`src/rtl/pipeline_defs.sv`:
```
// Shared pipeline constants for the hazard path: instruction encodings,
// Tuse/Tnew values and forwarding-select encodings.
package pipeline_defs;

  localparam logic [5:0] OP_SPECIAL = 6'b000000;
  localparam logic [5:0] OP_ORI     = 6'b001101;
  localparam logic [5:0] OP_LUI     = 6'b001111;
  localparam logic [5:0] OP_LW      = 6'b100011;
  localparam logic [5:0] OP_SW      = 6'b101011;
  localparam logic [5:0] OP_BEQ     = 6'b000100;
  localparam logic [5:0] OP_J       = 6'b000010;
  localparam logic [5:0] OP_JAL     = 6'b000011;
  localparam logic [5:0] OP_BB      = 6'b111111;

  localparam logic [5:0] FN_ADDU  = 6'b100001;
  localparam logic [5:0] FN_SUBU  = 6'b100011;
  localparam logic [5:0] FN_JR    = 6'b001000;
  localparam logic [5:0] FN_MFHI  = 6'b010000;
  localparam logic [5:0] FN_MTHI  = 6'b010001;
  localparam logic [5:0] FN_MFLO  = 6'b010010;
  localparam logic [5:0] FN_MTLO  = 6'b010011;
  localparam logic [5:0] FN_MULT  = 6'b011000;
  localparam logic [5:0] FN_MULTU = 6'b011001;
  localparam logic [5:0] FN_DIV   = 6'b011010;
  localparam logic [5:0] FN_DIVU  = 6'b011011;

  localparam logic [4:0] REG_ZERO = 5'd0;
  localparam logic [4:0] REG_RA   = 5'd31;

  typedef logic [1:0] tval_t;
  localparam tval_t T_0 = 2'd0;
  localparam tval_t T_1 = 2'd1;
  localparam tval_t T_2 = 2'd2;
  // Larger than any Tnew, so an unread operand can never cause a stall
  localparam tval_t TUSE_NONE = 2'd3;

  typedef enum logic [1:0] {
    FWD_D_RF = 2'd0,
    FWD_D_W  = 2'd1,
    FWD_D_M  = 2'd2,
    FWD_D_E  = 2'd3
  } fwd_d_e;

  typedef enum logic [1:0] {
    FWD_E_PIPE = 2'd0,
    FWD_E_W    = 2'd1,
    FWD_E_M    = 2'd2
  } fwd_e_e;

  localparam logic FWD_M_PIPE = 1'b0;
  localparam logic FWD_M_W    = 1'b1;

  // Tnew seen ofs stages after E, saturating at zero
  function automatic tval_t tnew_age(input tval_t t, input int unsigned ofs);
    tval_t r;
    if (ofs >= 32'd2) begin
      r = T_0;
    end else if (ofs == 32'd1) begin
      r = (t == T_0) ? T_0 : t - 2'd1;
    end else begin
      r = t;
    end
    return r;
  endfunction

endpackage

```
`src/rtl/hz_decode.sv`:
```
// Per-stage field extraction: register fields, destination, Tuse and the
// stage-relative Tnew of one instruction word.
module hz_decode import pipeline_defs::*; #(
  parameter int unsigned STAGE_OFS = 0
) (
  input  logic [31:0] instr,
  output logic [4:0]  rs,
  output logic [4:0]  rt,
  output logic [4:0]  dst,
  output tval_t       tuse_rs,
  output tval_t       tuse_rt,
  output tval_t       tnew,
  output logic        is_md,
  output logic        is_md_start
);

  logic [5:0] op_s;
  logic [5:0] fn_s;
  logic [4:0] rd_s;
  logic [4:0] dst_raw_s;
  tval_t      tnew_e_s;

  assign op_s = instr[31:26];
  assign fn_s = instr[5:0];
  assign rs   = instr[25:21];
  assign rt   = instr[20:16];
  assign rd_s = instr[15:11];

  // Classify the instruction; tnew_e_s is the value while it sits in E
  always_comb begin
    dst_raw_s   = REG_ZERO;
    tuse_rs     = TUSE_NONE;
    tuse_rt     = TUSE_NONE;
    tnew_e_s    = T_0;
    is_md       = 1'b0;
    is_md_start = 1'b0;
    case (op_s)
      OP_SPECIAL: begin
        case (fn_s)
          FN_ADDU, FN_SUBU: begin
            dst_raw_s = rd_s;
            tuse_rs   = T_1;
            tuse_rt   = T_1;
            tnew_e_s  = T_1;
          end
          FN_JR: begin
            tuse_rs = T_0;
          end
          FN_MULT, FN_MULTU, FN_DIV, FN_DIVU: begin
            tuse_rs     = T_1;
            tuse_rt     = T_1;
            is_md       = 1'b1;
            is_md_start = 1'b1;
          end
          FN_MFHI, FN_MFLO: begin
            dst_raw_s = rd_s;
            tnew_e_s  = T_1;
            is_md     = 1'b1;
          end
          FN_MTHI, FN_MTLO: begin
            tuse_rs = T_1;
            is_md   = 1'b1;
          end
          default: begin
            dst_raw_s = REG_ZERO;
          end
        endcase
      end
      OP_ORI: begin
        dst_raw_s = rt;
        tuse_rs   = T_1;
        tnew_e_s  = T_1;
      end
      OP_LUI: begin
        dst_raw_s = rt;
        tnew_e_s  = T_1;
      end
      OP_LW: begin
        dst_raw_s = rt;
        tuse_rs   = T_1;
        tnew_e_s  = T_2;
      end
      OP_SW: begin
        tuse_rs = T_1;
        tuse_rt = T_2;
      end
      OP_BEQ: begin
        tuse_rs = T_0;
        tuse_rt = T_0;
      end
      OP_JAL, OP_BB: begin
        dst_raw_s = REG_RA;
        tnew_e_s  = T_0;
      end
      OP_J: begin
        dst_raw_s = REG_ZERO;
      end
      default: begin
        dst_raw_s = REG_ZERO;
      end
    endcase
  end

  assign dst  = dst_raw_s;
  assign tnew = tnew_age(tnew_e_s, STAGE_OFS);

endmodule

```
`src/rtl/hazard_ctrl.sv`:
```
// Central hazard controller: stall/flush, operand forwarding selects, MDU
// start/busy sequencing and a saturating stall counter.
module hazard_ctrl import pipeline_defs::*; #(
  parameter int unsigned MULT_CYCLES = 5,
  parameter int unsigned DIV_CYCLES  = 10
) (
  input  logic        clk,
  input  logic        reset,
  input  logic [31:0] instr_D,
  input  logic [31:0] instr_E,
  input  logic [31:0] instr_M,
  input  logic [31:0] instr_W,
  output logic        stall_PC,
  output logic        stall_D,
  output logic        flush_E,
  output logic [1:0]  fwd_rs_D,
  output logic [1:0]  fwd_rt_D,
  output logic [1:0]  fwd_rs_E,
  output logic [1:0]  fwd_rt_E,
  output logic        fwd_rt_M,
  output logic        md_start,
  output logic        md_busy,
  output logic [31:0] stall_cnt
);

  localparam int unsigned CNT_MAX = (MULT_CYCLES > DIV_CYCLES) ? MULT_CYCLES : DIV_CYCLES;
  localparam int unsigned CNT_W   = $clog2(CNT_MAX + 1);
  localparam logic [CNT_W-1:0] MULT_LOAD = CNT_W'(MULT_CYCLES);
  localparam logic [CNT_W-1:0] DIV_LOAD  = CNT_W'(DIV_CYCLES);
  localparam logic [CNT_W-1:0] CNT_ONE   = CNT_W'(1);

  logic [4:0] rs_d_s, rt_d_s, dst_d_s;
  logic [4:0] rs_e_s, rt_e_s, dst_e_s;
  logic [4:0] rs_m_s, rt_m_s, dst_m_s;
  logic [4:0] rs_w_s, rt_w_s, dst_w_s;
  tval_t      tuse_rs_d_s, tuse_rt_d_s, tnew_d_s;
  tval_t      tuse_rs_e_s, tuse_rt_e_s, tnew_e_s;
  tval_t      tuse_rs_m_s, tuse_rt_m_s, tnew_m_s;
  tval_t      tuse_rs_w_s, tuse_rt_w_s, tnew_w_s;
  logic       is_md_d_s, is_md_e_s, is_md_m_s, is_md_w_s;
  logic       start_d_s, start_e_s, start_m_s, start_w_s;

  logic [CNT_W-1:0] cnt_r;
  logic [31:0]      stall_cnt_r;
  logic             data_stall_s;
  logic             md_stall_s;
  logic             stall_s;
  logic             md_busy_s;
  logic             is_div_e_s;
  logic [1:0]       fwd_rs_e_s, fwd_rt_e_s;
  logic             fwd_rt_m_s;
  logic             unused_dec_s;

  hz_decode #(.STAGE_OFS(0)) u_dec_d (
    .instr(instr_D), .rs(rs_d_s), .rt(rt_d_s), .dst(dst_d_s),
    .tuse_rs(tuse_rs_d_s), .tuse_rt(tuse_rt_d_s), .tnew(tnew_d_s),
    .is_md(is_md_d_s), .is_md_start(start_d_s)
  );
  hz_decode #(.STAGE_OFS(0)) u_dec_e (
    .instr(instr_E), .rs(rs_e_s), .rt(rt_e_s), .dst(dst_e_s),
    .tuse_rs(tuse_rs_e_s), .tuse_rt(tuse_rt_e_s), .tnew(tnew_e_s),
    .is_md(is_md_e_s), .is_md_start(start_e_s)
  );
  hz_decode #(.STAGE_OFS(1)) u_dec_m (
    .instr(instr_M), .rs(rs_m_s), .rt(rt_m_s), .dst(dst_m_s),
    .tuse_rs(tuse_rs_m_s), .tuse_rt(tuse_rt_m_s), .tnew(tnew_m_s),
    .is_md(is_md_m_s), .is_md_start(start_m_s)
  );
  hz_decode #(.STAGE_OFS(2)) u_dec_w (
    .instr(instr_W), .rs(rs_w_s), .rt(rt_w_s), .dst(dst_w_s),
    .tuse_rs(tuse_rs_w_s), .tuse_rt(tuse_rt_w_s), .tnew(tnew_w_s),
    .is_md(is_md_w_s), .is_md_start(start_w_s)
  );

  assign unused_dec_s = ^{tnew_d_s, start_d_s, tuse_rs_e_s, tuse_rt_e_s, is_md_e_s,
                          rs_m_s, tuse_rs_m_s, tuse_rt_m_s, is_md_m_s, start_m_s,
                          rs_w_s, rt_w_s, tuse_rs_w_s, tuse_rt_w_s, is_md_w_s, start_w_s};

  // A producer still computing r when the D reader needs it
  function automatic logic late_producer(input logic [4:0] r, input tval_t tuse,
                                         input logic [4:0] dst, input tval_t tnew);
    return (r != REG_ZERO) && (dst == r) && (tnew > tuse);
  endfunction

  // Youngest ready producer for a D-stage compare operand
  function automatic logic [1:0] sel_d(input logic [4:0] r);
    logic [1:0] s;
    if (r == REG_ZERO) begin
      s = FWD_D_RF;
    end else if ((dst_e_s == r) && (tnew_e_s == T_0)) begin
      s = FWD_D_E;
    end else if ((dst_m_s == r) && (tnew_m_s == T_0)) begin
      s = FWD_D_M;
    end else if ((dst_w_s == r) && (tnew_w_s == T_0)) begin
      s = FWD_D_W;
    end else begin
      s = FWD_D_RF;
    end
    return s;
  endfunction

  // Youngest ready producer for an E-stage ALU operand
  function automatic logic [1:0] sel_e(input logic [4:0] r);
    logic [1:0] s;
    if (r == REG_ZERO) begin
      s = FWD_E_PIPE;
    end else if ((dst_m_s == r) && (tnew_m_s == T_0)) begin
      s = FWD_E_M;
    end else if ((dst_w_s == r) && (tnew_w_s == T_0)) begin
      s = FWD_E_W;
    end else begin
      s = FWD_E_PIPE;
    end
    return s;
  endfunction

  assign data_stall_s = late_producer(rs_d_s, tuse_rs_d_s, dst_e_s, tnew_e_s)
                      | late_producer(rt_d_s, tuse_rt_d_s, dst_e_s, tnew_e_s)
                      | late_producer(rs_d_s, tuse_rs_d_s, dst_m_s, tnew_m_s)
                      | late_producer(rt_d_s, tuse_rt_d_s, dst_m_s, tnew_m_s);

  assign md_busy_s  = start_e_s | (cnt_r != '0);
  assign md_stall_s = is_md_d_s & md_busy_s;
  assign stall_s    = data_stall_s | md_stall_s;
  assign is_div_e_s = (instr_E[5:0] == FN_DIV) || (instr_E[5:0] == FN_DIVU);

  // E and M stage forwarding selects
  always_comb begin
    fwd_rs_e_s = sel_e(rs_e_s);
    fwd_rt_e_s = sel_e(rt_e_s);
    fwd_rt_m_s = FWD_M_PIPE;
    if ((rt_m_s != REG_ZERO) && (dst_w_s == rt_m_s)) begin
      fwd_rt_m_s = FWD_M_W;
    end else begin
      fwd_rt_m_s = FWD_M_PIPE;
    end
  end

  // MDU occupancy: load the latency on start, then count down to idle
  always_ff @(posedge clk or negedge reset) begin
    if (!reset) begin
      cnt_r <= '0;
    end else if (start_e_s) begin
      cnt_r <= is_div_e_s ? DIV_LOAD : MULT_LOAD;
    end else if (cnt_r != '0) begin
      cnt_r <= cnt_r - CNT_ONE;
    end else begin
      cnt_r <= cnt_r;
    end
  end

  // Saturating count of stalled cycles
  always_ff @(posedge clk or negedge reset) begin
    if (!reset) begin
      stall_cnt_r <= 32'd0;
    end else if (stall_s && (stall_cnt_r != 32'hFFFF_FFFF)) begin
      stall_cnt_r <= stall_cnt_r + 32'd1;
    end else begin
      stall_cnt_r <= stall_cnt_r;
    end
  end

  assign stall_PC  = stall_s;
  assign stall_D   = stall_s;
  assign flush_E   = stall_s;
  assign fwd_rs_D  = sel_d(rs_d_s);
  assign fwd_rt_D  = sel_d(rt_d_s);
  assign fwd_rs_E  = fwd_rs_e_s;
  assign fwd_rt_E  = fwd_rt_e_s;
  assign fwd_rt_M  = fwd_rt_m_s;
  assign md_start  = start_e_s;
  assign md_busy   = md_busy_s;
  assign stall_cnt = stall_cnt_r;

endmodule
```
`config.mk`:
```
export PLATFORM = sky130hd
export DESIGN_NAME = hazard_ctrl
export DESIGN_NICKNAME = d
export VERILOG_FILES = /design/src/rtl/pipeline_defs.sv /design/src/rtl/hz_decode.sv /design/src/rtl/hazard_ctrl.sv
export SDC_FILE = /design/constraint.sdc
export NUM_CORES = 1
export LEC_CHECK = 0
export ABC_AREA = 1
export CORE_UTILIZATION = 30
export CTS_BUF_LIST = sky130_fd_sc_hd__clkbuf_8
export DETAILED_ROUTE_END_ITERATION = 12
export MAX_ROUTING_LAYER = met4
export PLACE_DENSITY = 0.58
export SKIP_CTS_REPAIR_TIMING = 1
export SYNTH_ARGS = -nofsm -noshare
export SYNTH_HDL_FRONTEND = slang
export SYNTH_SLANG_ARGS = --single-unit
```
`constraint.sdc`:
```
create_clock -name clk -period 5.2 [get_ports clk]
set_clock_uncertainty 0.2 [all_clocks]
set_input_delay 0.78 -clock clk [delete_from_list [all_inputs] [get_ports clk]]
set_output_delay 0.78 -clock clk [all_outputs]
set_load 0.02 [all_outputs]
```
==> results of run 1 <==
-- metrics by stage --
step	cell area [um^2]	setup slack, ns	cells	util [%]	hold slack (ns)
final	6020	0.449	1029	43.0	0.296
after global placement	5910	0.226	1022	42.3	0.286
after detailed placement	5910	0.227	1022	42.3	0.286
after floorplan	4320	1.22	707	-	0.284
after global routing	6020	0.221	1029	43.0	0.366
after CTS	6010	0.211	1029	43.0	0.303
-- metal layers --
metal  vias to the layer above  GRT usage, %  wire length [um]
li1                       2577             -                 -
met1                      2188          26.6              6840
met2                        80          30.6              6160
met3                        12          1.78               431
met4                         0          2.55               127
met5                         -             -                 0
-- kinds of logic after synthesis --
group           count (synthesis)  synth area share (%)
other cells                     1                0.0868
xor+xnor                       44                  8.92
flops                          36                  20.9
buf+inv                       129                  12.0
fa+ha+maj                      11                  3.19
compound gates                 51                  7.12
simple gates                  434                  47.9
-- worst min-delay path by stage --
stage | start | end
detailed placement | stall_cnt[31] | stall_cnt[31]
finish | stall_cnt[31] | stall_cnt[31]
global route | stall_cnt[31] | stall_cnt[31]
floorplan | reset | cnt_r[0]
global placement | stall_cnt[31] | stall_cnt[31]
CTS | stall_cnt[31] | stall_cnt[31]
-- where the power goes --
group          switching, W  total [W]  internal [W]
sequential        0.0000167   0.000317      0.000300
clock              0.000100   0.000218      0.000118
combinational      0.000152   0.000304      0.000152
total              0.000268   0.000839      0.000571
-- critical path, stage by stage --
cell and delay, ns:
clkdlybuf4s50_1 0.49, nand2_1 0.06, inv_1 0.07, nand2_1 0.07, o31ai_1 0.51, nand2_1 0.11, nand3_1 0.32, xor2_1 0.12
nor3_1 0.26, nand2_1 0.09, a21oi_1 0.23, clkdlybuf4s50_1 0.66
-- cell type report --
cell class	count	area, um^2
clock buffer	7	96.3
inverter	118	443
sequential	36	901
tap	180	225
timing repair buffer	146	1440
multi-input combinational	542	2910
fill	1536	7970
-- state kept, by name, summed over array words and instances (netlist names) --
| signal | count |
|---|---|
| stall_cnt | 32 |
| cnt_r | 4 |
-- cell usage in the layout (no fill, tap or decap), types with 5 or more instances in the layout --
| cell type | instances |
|---|---|
| inv_1 | 110 |
| buf_4 | 8 |
| a21oi_1 | 24 |
| dfrtp_1 | 36 |
| o21ai_0 | 5 |
| ha_1 | 11 |
| nand3_2 | 5 |
| clkbuf_8 | 7 |
| nor2_1 | 53 |
| nor2_4 | 5 |
| clkdlybuf4s50_1 | 134 |
| nand4_1 | 37 |
| nand3_1 | 90 |
| nand2_2 | 11 |
| nor3_1 | 16 |
| a21oi_2 | 5 |
| xor2_1 | 38 |
| nand2_1 | 190 |
| nor4_1 | 5 |
| nor2_2 | 6 |
| xnor2_1 | 6 |
| inv_2 | 8 |
==> results.toml, run 1 <==
[synth]
synth.most_common_cell = "nand2_1"
ys_top_cells_by_count = "nand2_1 (190), inv_1 (110), nand3_1 (90), nor2_1 (53), xor2_1 (38)"
syn_area_mm2 = 0.00432
avgSynthCellArea_um2 = 6.12
synthFlopType = "dfrtp_1"
synth_top_cell_area_share_pct = 20.9
synth_area_leader_cell = "dfrtp_1"
synthTopCellsByArea = "dfrtp_1 (21%), nand2_1 (17%), nand3_1 (10%), inv_1 (9.6%), xor2_1 (7.7%)"
synth_seq_cells = 36
yosysUniqueCellTypes = 47
synthCells = 706
yosys_warnings = 0
ys_seq_area_share_pct = 20.9
synth_enable_flop_cells = 0
async_flop_share_pct = 100

[clocking]
clk_latency_ns = 0.29
cts_max_level = 2
clkTransAtPathRegs_ns = 0.07
cts_root_buf = "clkbuf_8"
cts_buffer_depth = 2
cts_buffers = 5
clock_sinks = 36
cts_tree = "done"

[placed_design]
gp_congestion = 0.949
portBuffers = 138
dp_hpwl_um = 11300

[critical_path]
worstPathArrival_ns = 3.77
path_max_fanout = 7
r2r-end = "stall_cnt[14]"
crit_required_ns = 4.22
endpoint_kind = "output pin"
worstSetupStartpoint = "instr_W[26]"
reg2reg_depth = 9
critPathLaunchType = "input pin"
path_class = "input pin to output pin"
ff2ff_setup_slack_ns = 2.42
timing.rr.start = "stall_cnt[0]"
endpoint = "fwd_rt_D[0]"

[floorplanning]
rows = 43
die_y_um = 122
start_util_pct = 30.9
coreArea_mm2 = 0.0140
die_x_um = 122
die_area_mm2 = 0.0149
ios = 176

[timing]
slew_headroom_pct = 43.7
max_freq_ghz = 0.210
finalCritPeriodShare_pct = 91.4
setup-violations-final = 0
finalHoldViolCount = 0
finalMaxSlewViolations = 0
period_needed_ns = 4.75
worstMarginPinSlew_ns = 0.844
final.setup.tns_ns = 0
grt_setup_unrepaired = "no"

[power_and_ir_drop]
p_per_area_mw_per_mm2 = 139
irDropWorstVdd_mv = 0.127
power_w = 0.000839
leakage_nw = 2.99

[global_routing]
antenna_found_initial = 0
grt_use_total_pct = 19.1
grt_max_degree = 37
grt.overflow.total = 0
grt_pass1_vias = 4571
grt_pass1_wl_um = 22000

[finish]
drive_gt1_share_pct = 7.77
synthToLayoutAreaGrowth_pct = 39.4
nNetsFinal = 990
antennaDiodeCount = 0

[worst_hold_path]
hp-class = "register to register"
whs_path_depth = 2

[detailed_routing]
drc = 0
routed_wl_um = 13600
wl_per_cell_um = 13.2
num_vias = 4857
viasPerCell = 4.72
drt_iter0_drc = 229
firstDrtPassIters = 4
antenna_left = 0

[outcome]
status = "completed"

[run]
maxCapViolCount = 0
No activity file was read; power rests on OpenSTA's default activity.
==> run 2, diff against run 1 <==
--- a/config.mk
+++ b/config.mk
@@ -15,3 +15,4 @@
 export SYNTH_ARGS = -nofsm -noshare
 export SYNTH_HDL_FRONTEND = slang
 export SYNTH_SLANG_ARGS = --single-unit
+export TNS_END_PERCENT = 30
==> results of run 2 <==
The final DEF is identical to that of run 1; final timing and power are the same.
==> run 3, diff against run 2 <==
--- a/config.mk
+++ b/config.mk
@@ -9,10 +9,11 @@
 export CORE_UTILIZATION = 30
 export CTS_BUF_LIST = sky130_fd_sc_hd__clkbuf_8
 export DETAILED_ROUTE_END_ITERATION = 12
+export GPL_ROUTABILITY_DRIVEN = 0
 export MAX_ROUTING_LAYER = met4
 export PLACE_DENSITY = 0.58
+export SETUP_SLACK_MARGIN = 0.5
 export SKIP_CTS_REPAIR_TIMING = 1
 export SYNTH_ARGS = -nofsm -noshare
 export SYNTH_HDL_FRONTEND = slang
 export SYNTH_SLANG_ARGS = --single-unit
-export TNS_END_PERCENT = 30
==> run 3 against run 2 <==
Setup slack better by 0.19 ns. Critical endpoint is now fwd_rt_D[1]. Non-clock buffer count unchanged. Worst hold slack hardly changed. Register-to-register slack is essentially flat. Final cell count unchanged. First-iteration DRC count down 0.87%. Fmax is 4.3% higher. Sequential cell count unchanged. Die area unchanged. Critical path depth up 1. Clock power about the same.
==> results.toml, run 3 (synthesis gave the netlist of run 1 again) <==
[clocking]
cts_tree = "done"
cts_max_level = 2
clk_latency_ns = 0.29
cts_root_buf = "clkbuf_8"
clock_sinks = 36
clkTransAtPathRegs_ns = 0.07
cts_buffers = 5
cts_buffer_depth = 2

[timing]
finalMaxSlewViolations = 0
worstMarginPinSlew_ns = 0.844
slew_headroom_pct = 43.7
finalHoldViolCount = 0
finalWorstSetupSlack_ns = 0.643
setup-violations-final = 0
hold_ws_ns = 0.296
max_freq_ghz = 0.219
finalCritPeriodShare_pct = 87.6
final.setup.tns_ns = 0
period_needed_ns = 4.56
grt_setup_unrepaired = "no"

[critical_path]
path_class = "input pin to output pin"
path_common_cell = "nand2_1"
critPathLaunchType = "input pin"
crit_path_cell_trace = "clkdlybuf4s50_1 > nor2_4 > nand3_1 > nor2_2 > nand4_1 > nand2_1 > nand2_1 > nand2_1 > nand3_1 > nor2_1 > nand2_1 > a21oi_1 > clkdlybuf4s50_1"
cpPeakStageDelay_ns = 0.66
crit_required_ns = 4.22
path_max_fanout = 4
slowest_stage = "clkdlybuf4s50_1"
endpoint_kind = "output pin"
worstPathArrival_ns = 3.58

[floorplanning]
die_area_mm2 = 0.0149
start_util_pct = 30.9
ios = 176
die_y_um = 122
die_x_um = 122
rows = 43
coreArea_mm2 = 0.0140

[global_routing]
grt_max_degree = 37
grt_pass1_wl_um = 22000
grt.overflow.total = 0
grt_use_total_pct = 19.1
antenna_found_initial = 0
grt_pass1_vias = 4571

[finish]
layout_commonest_cell = "nand2_1"
antennaDiodeCount = 0
n_fill_cell = 1530
synthToLayoutAreaGrowth_pct = 40.1
postLayoutCellArea_mm2 = 0.00605
final_cell_mix = "nand2_1 (190), clkdlybuf4s50_1 (132), inv_1 (110)"
largest_register_ffs = 32
drive_gt1_share_pct = 8.72
nNetsFinal = 990

[power_and_ir_drop]
irDropWorstVdd_mv = 0.127
p_per_area_mw_per_mm2 = 139
leakage_nw = 2.99

[run]
maxCapViolCount = 0

[detailed_routing]
drt_iter0_drc = 227
viasPerCell = 4.77
routed_wl_um = 13600
antenna_left = 0
num_vias = 4904
firstDrtPassIters = 5
wl_per_cell_um = 13.2
drc = 0

[placed_design]
post-place-ws_ns = 0.227
portBuffers = 138
dp_hpwl_um = 11300
place_area_mm2 = 0.00591

[worst_hold_path]
hp-class = "register to register"

[outcome]
status = "completed"
[run 3: cell count changes in the layout (fill, tap and decap cells not counted), moves of 2 or more]
cell             previous run  this run
clkbuf_2                    0         3
clkdlybuf4s50_1           134       132
nand3_2                     5         3
nand3_4                     1         3
nor3_4                      0         2
[run 3: stage by stage]
stage | instances | util [%] | power (W)
after global routing | 1029 | 43.3 | 0.000906
after global placement | 1022 | 42.3 | 0.000627
after CTS | 1029 | 43.0 | 0.000849
after floorplan | 707 | - | 0.000478
final | 1029 | 43.3 | 0.000843
after detailed placement | 1022 | 42.3 | 0.000627
[run 3: worst max-delay path: cells and delay by family]
kind	cells	cell delay, ns
AND/OR/NAND/NOR	10	1.41
AO/OA/AOI/OAI	1	0.25
buffers and inverters	2	1.14
[run 3: final timing paths]
path / slack [ns] / cells past startpoint / to / start
worst max-delay path: 0.64 / 13 / fwd_rt_D[1] / instr_E[31]
worst min-delay path: 0.30 / 2 / stall_cnt[31] / stall_cnt[31]
worst max register to register: 2.42 / 9 / stall_cnt[14] / stall_cnt[0]
worst min register to register: 0.30 / 2 / stall_cnt[31] / stall_cnt[31]
max in group asynchronous: 3.87 / 1 / stall_cnt[16] / reset
min in group asynchronous: 0.39 / 1 / stall_cnt[21] / reset
[run 3: routing by layer]
layer  vias up  wire (um)  track usage (%)
li1       2576          -                -
met1      2218       6830             26.6
met2        96       6170             30.6
met3        14        439             1.78
met4         0        161             2.55
met5         -          0                -
[run 3: layout make-up]
cell class	instances	area, um^2	share of cell area, %
Clock buffer	7	96.3	1.59
Multi-Input combinational cell	542	2960	48.9
Timing Repair Buffer	146	1430	23.6
Sequential cell	36	901	14.9
Tap cell	180	225	3.72
Inverter	118	443	7.32
[run 3: power by group]
group | internal, W | total (W) | switching [W]
Clock | 0.000118 | 0.000218 | 0.000100
Sequential | 0.000300 | 0.000317 | 0.0000167
Combinational | 0.000153 | 0.000307 | 0.000155
